[config.mk]
export PLATFORM = sky130hd
export DESIGN_NAME = control_sequencer
export DESIGN_NICKNAME = d
export VERILOG_FILES = /design/src/rtl/control_sequencer.sv
export SDC_FILE = /design/constraint.sdc
export NUM_CORES = 1
export LEC_CHECK = 0
export ABC_AREA = 1
export BUFFER_PORTS_ARGS = -buffer_cell sky130_fd_sc_hd__clkbuf_2
export CAP_MARGIN = 40
export CORE_UTILIZATION = 40
export CTS_CLUSTER_SIZE = 16
export DETAILED_ROUTE_END_ITERATION = 16
export GPL_ROUTABILITY_DRIVEN = 0
export PLACE_DENSITY = 0.71
export SYNTH_ARGS = -nofsm -noshare
export SYNTH_HDL_FRONTEND = slang
export SYNTH_SLANG_ARGS = --single-unit
export TNS_END_PERCENT = 10
[constraint.sdc]
create_clock -name clk -period 5.13 [get_ports clk]
set_clock_uncertainty 0.1 [all_clocks]
set_input_delay 1.026 -clock clk [delete_from_list [all_inputs] [get_ports clk]]
set_output_delay 1.026 -clock clk [all_outputs]
set_load 0.005 [all_outputs]
[src/rtl/control_sequencer.sv]
`default_nettype none
// ============================================================================
//  Module      : control_sequencer
//  Description : Hardwired fetch/execute strobe sequencer for the single-bus
//                CPU datapath. Moore decode of the T-state plus the IR.
//  Revision    : 1.0 - initial release
// ============================================================================
module control_sequencer (
   input  logic        clk,
   input  logic        clr,
   input  logic [31:0] IR,
   output logic        PC_out,
   output logic        MDR_out,
   output logic        Zlo_out,
   output logic        Zhi_out,
   output logic        C_out,
   output logic        MAR_rd,
   output logic        MDR_rd,
   output logic        IR_rd,
   output logic        Y_rd,
   output logic        Z_rd,
   output logic        HI_rd,
   output logic        LO_rd,
   output logic        IncPC,
   output logic        Read,
   output logic [15:0] R_wrt,
   output logic [15:0] R_rd,
   output logic [4:0]  op_sel,
   output logic        run,
   output logic        illegal,
   output logic [3:0]  state_dbg
);

   typedef enum logic [3:0] {
      S_RST  = 4'd0,
      S_T0   = 4'd1,
      S_T1   = 4'd2,
      S_T2   = 4'd3,
      S_T3   = 4'd4,
      S_T4   = 4'd5,
      S_T5   = 4'd6,
      S_T6   = 4'd7,
      S_HALT = 4'd8
   } state_t;

   state_t r_state;
   state_t w_next_state;
   logic   r_illegal;

   // Instruction fields
   logic [4:0] w_opcode;
   logic [3:0] w_ra;
   logic [3:0] w_rb;
   logic [3:0] w_rc;
   assign w_opcode = IR[31:27];
   assign w_ra     = IR[26:23];
   assign w_rb     = IR[22:19];
   assign w_rc     = IR[18:15];

   // Instruction classes
   logic       w_is_alu3;
   logic       w_is_imm;
   logic       w_is_md;
   logic       w_is_nn;
   logic       w_is_nop;
   logic       w_executes;
   logic [4:0] w_imm_op;

   assign w_is_alu3  = (w_opcode >= 5'b00011) && (w_opcode <= 5'b01011);
   assign w_is_imm   = (w_opcode >= 5'b01100) && (w_opcode <= 5'b01110);
   assign w_is_md    = (w_opcode == 5'b01111) || (w_opcode == 5'b10000);
   assign w_is_nn    = (w_opcode == 5'b10001) || (w_opcode == 5'b10010);
   assign w_is_nop   = (w_opcode == 5'b11010);
   assign w_executes = w_is_alu3 | w_is_imm | w_is_md | w_is_nn;

   // Immediate forms reuse the register-form ALU codes (add/and/or)
   always_comb begin
      w_imm_op = 5'b00000;
      case (w_opcode)
         5'b01100: w_imm_op = 5'b00011;
         5'b01101: w_imm_op = 5'b00101;
         5'b01110: w_imm_op = 5'b00110;
         default:  w_imm_op = 5'b00000;
      endcase
   end

   // State register; clr abandons any partial instruction
   always_ff @(posedge clk or posedge clr) begin
      if (clr) r_state <= S_RST;
      else     r_state <= w_next_state;
   end

   // Sticky flag for an unsupported opcode seen at decode; only clr clears it
   always_ff @(posedge clk or posedge clr) begin
      if (clr)
         r_illegal <= 1'b0;
      else if (r_state == S_T2 && !w_executes && !w_is_nop && w_opcode != 5'b11011)
         r_illegal <= 1'b1;
   end

   // Next-state and strobe decode from the current state and IR
   always_comb begin
      w_next_state = r_state;
      PC_out  = 1'b0;
      MDR_out = 1'b0;
      Zlo_out = 1'b0;
      Zhi_out = 1'b0;
      C_out   = 1'b0;
      MAR_rd  = 1'b0;
      MDR_rd  = 1'b0;
      IR_rd   = 1'b0;
      Y_rd    = 1'b0;
      Z_rd    = 1'b0;
      HI_rd   = 1'b0;
      LO_rd   = 1'b0;
      IncPC   = 1'b0;
      Read    = 1'b0;
      R_wrt   = 16'h0000;
      R_rd    = 16'h0000;
      op_sel  = 5'b00000;
      case (r_state)
         S_RST: w_next_state = S_T0;
         S_T0: begin
            PC_out = 1'b1; MAR_rd = 1'b1; IncPC = 1'b1;
            w_next_state = S_T1;
         end
         S_T1: begin
            Read = 1'b1; MDR_rd = 1'b1;
            w_next_state = S_T2;
         end
         S_T2: begin
            MDR_out = 1'b1; IR_rd = 1'b1;
            if (w_executes)    w_next_state = S_T3;
            else if (w_is_nop) w_next_state = S_T0;
            else               w_next_state = S_HALT;
         end
         S_T3: begin
            w_next_state = w_executes ? S_T4 : S_T0;
            if (w_is_alu3 || w_is_imm) begin
               R_wrt = 16'h0001 << w_rb; Y_rd = 1'b1;
            end else if (w_is_md) begin
               R_wrt = 16'h0001 << w_ra; Y_rd = 1'b1;
            end else if (w_is_nn) begin
               R_wrt = 16'h0001 << w_rb; op_sel = w_opcode; Z_rd = 1'b1;
            end
         end
         S_T4: begin
            w_next_state = (w_is_alu3 || w_is_imm || w_is_md) ? S_T5 : S_T0;
            if (w_is_alu3) begin
               R_wrt = 16'h0001 << w_rc; op_sel = w_opcode; Z_rd = 1'b1;
            end else if (w_is_imm) begin
               C_out = 1'b1; op_sel = w_imm_op; Z_rd = 1'b1;
            end else if (w_is_md) begin
               R_wrt = 16'h0001 << w_rb; op_sel = w_opcode; Z_rd = 1'b1;
            end else if (w_is_nn) begin
               Zlo_out = 1'b1; R_rd = 16'h0001 << w_ra;
            end
         end
         S_T5: begin
            w_next_state = w_is_md ? S_T6 : S_T0;
            if (w_is_alu3 || w_is_imm) begin
               Zlo_out = 1'b1; R_rd = 16'h0001 << w_ra;
            end else if (w_is_md) begin
               Zlo_out = 1'b1; LO_rd = 1'b1;
            end
         end
         S_T6: begin
            w_next_state = S_T0;
            if (w_is_md) begin
               Zhi_out = 1'b1; HI_rd = 1'b1;
            end
         end
         S_HALT: w_next_state = S_HALT;
         default: w_next_state = S_RST;
      endcase
   end

   // run drops asynchronously with clr and stays low once halted
   assign run       = !clr && (r_state != S_HALT);
   assign illegal   = r_illegal;
   assign state_dbg = r_state;

endmodule
`default_nettype wire

==> summary.txt <==
Global routing
  – Initial antenna violation count: 0
  – Pin count of the biggest net entering global routing: 37
  – Grt total ovfl: 0
  – First-pass GRT wire length: 8.07 mm
  – Global-route usage over all layers: 21.9%
  – Vias in the first global route: 1947

Synth
  – Synth top area cells: nand2_1, nand3_1, nor2_1
  – Post-synthesis sequential area ratio: 7.21%
  – Largest area contributor in the netlist: nand2_1
  – Fraction of registers with async set/reset: 100%
  – Predominant post-synthesis flop cell: dfrtp_1
  – Synthesized area: 1740 sq um
  – Library cells used by synthesis: 27
  – Yosys reg bits: 5
  – Syn avg cell area: 4.81 sq um
  – Count leader, synth: nand2_1
  – EDFF count, synth: 0
  – Commonest cells post-synth: nand2_1, nor2_1, inv_1
  – Mapped Nets: 395
  – Top cell type's share of synthesized area: 29.2%
  – Synthesis warning total: 0
  – Post-Synthesis Cells: 361

Detailed routing
  – Vias per cell: 5.04
  – DRC: 0
  – TritonRoute pass-1 iters: 4
  – Drt initial violations: 145
  – Via count: 2384
  – Post-route ant nets: 0
  – WL final: 5.03 mm
  – DR WL/cell: 10.6 um

Timing
  – Max frequency: 260 MHz
  – Min Tclk post-route: 3840 ps
  – Fin crit share: 74.9%
  – Max transition margin: 60.0%
  – RSZ-0062 raised after global routing: no
  – Pins Over Slew Limit: 0
  – Endpoints failing hold: 0
  – Final setup vio count: 0
  – Least-Margin Pin Slew: 598 ps
  – Setup TNS: 0 ps
  – Hold slack: 370 ps

Clock network
  – PostCTS Resize Cnt: 0
  – CTS Buf Count: 3
  – Clock buffer depth: 2
  – Worst-Skew Late Latency: 220 ps
  – Hold Buf Count CTS: 0
  – Reg clk slew, reported paths: 30 ps
  – CTS HTree Levels: 1
  – Number of setup buffers added after CTS: 0
  – CTS tree: yes
  – Total clock sinks: 5
  – Root Buffer: clkbuf_8

Critical path
  – Critical Path AT: 2710 ps
  – CP startpoint kind: input port
  – FF-to-FF Start: state_dbg[3]
  – Setup CP Type: input port to primary output
  – Data required time of the worst path: 4000 ps
  – Crit end category: primary output
  – Critical Path Start: IR[30]
  – Worst-path fanout max: 25

Floorplanning
  – Initial Util: 42.5%
  – DIE WIDTH: 67.9 um
  – Die area: 4610 sq um
  – IO Pins: 91
  – Rows: 23
  – Core region area: 4090 sq um
  – Die Ht: 67.9 um

Run status
  – Status: finished clean

Final layout
  – Layout cells sized above 1: 25.1%
  – Layout area overhead: 20.8%
  – Nets@finish: 458
  – N_diodes: 0
  – Fill count: 456
  – Layout Cell Area excl Fill: 2100 sq um

Pwr
  – Internal cell power: 0.194 mW
  – Clock network power share: 18.2%
  – Logic pwr share: 62.4%
  – Sw Share: 50.4%
  – Psw: 0.197 mW
  – Leak: 1.21 nW
  – Pwr Density: 187 nW/um^2
  – VDD IR max: 0.243 mV
  – Flop pwr share: 19.4%

Run
  – Max-cap violations: 0

Place
  – Post-DP HPWL: 4.00 mm
  – Placed Area: 2050 sq um
  – IO Port Bufs: 75

Worst hold path
  – Worst min path class: register to register
  – Min-delay src: illegal
[layer usage]
metal	up-vias	global-route usage [%]	wire length (um)
met4	0	5.47	31
li1	1250	-	-
met3	4	1.83	289
met2	83	39.0	2400
met1	1047	28.2	2320
met5	-	0	0
[logic make-up after synthesis]
logic type | synth area share, %
AO/OA/AOI/OAI | 10.7
AND/OR/NAND/NOR | 64.5
flip-flops | 7.21
buffers and inverters | 17.6
[metrics by stage]
step | total power, mW | cells | worst slack (ps) | util [%]
floorplan | 0.253 | 361 | 2100 | -
global placement | 0.316 | 469 | 1360 | 50.2
detailed placement | 0.320 | 469 | 1310 | 50.2
CTS | 0.393 | 473 | 1310 | 51.3
global route | 0.434 | 473 | 1140 | 51.3
finish | 0.391 | 473 | 1290 | 51.3
[area by class of cell]
class | count | area [sq um] | share of cell area [%]
Tap cell | 50 | 62.6 | 2.98
Multi-Input combinational cell | 291 | 1310 | 62.2
Timing Repair Buffer | 76 | 383 | 18.3
Clock buffer | 4 | 45.0 | 2.15
Sequential cell | 5 | 125 | 5.97
Inverter | 47 | 176 | 8.41
[final timing paths]
path	to	slack [ps]	depth (start not counted)
max	Zlo_out	1290	8
min	illegal	370	2
max reg2reg	state_dbg[2]	3510	8
min reg2reg	illegal	370	2
max in group asynchronous	state_dbg[2]	4180	2
min in group asynchronous	illegal	590	2
[sequential cells by signal, summed over array words and instances (netlist names)]
signal	flops
state_dbg	4
illegal	1
[power groups by stage]
| stage | sequential (mW) | combinational [mW] | clock [mW] |
|---|---|---|---|
| 2_1_floorplan | 0.0745 | 0.178 | 0 |
| 3_3_place_gp | 0.0751 | 0.241 | 0 |
| 3_5_place_dp | 0.0763 | 0.244 | 0 |
| 4_1_cts | 0.0756 | 0.246 | 0.0722 |
| 5_1_grt | 0.0779 | 0.280 | 0.0765 |
| 6_report | 0.0760 | 0.244 | 0.0712 |
[placed cells by master, fill, tap and decap left out, types with 2 or more instances in the layout]
master / n
nand3_1: 40
clkbuf_2: 75
o22ai_1: 3
clkbuf_8: 3
nor3_2: 2
nor2_2: 11
a21oi_1: 4
nand2_1: 135
inv_2: 4
nand4_1: 3
nand3_4: 2
nor2_1: 53
o21ai_0: 24
dfrtp_1: 5
nand2_2: 6
nor3_1: 3
inv_1: 42
[worst max-delay path: stages]
cell and delay (ps):
clkbuf_2 140, nor2_1 160, nand2_2 110, nand3_4 250
nand2_2 130, a21oi_4 490, o21ai_0 240, clkbuf_2 160
No activity file was read; power rests on OpenSTA's default activity.
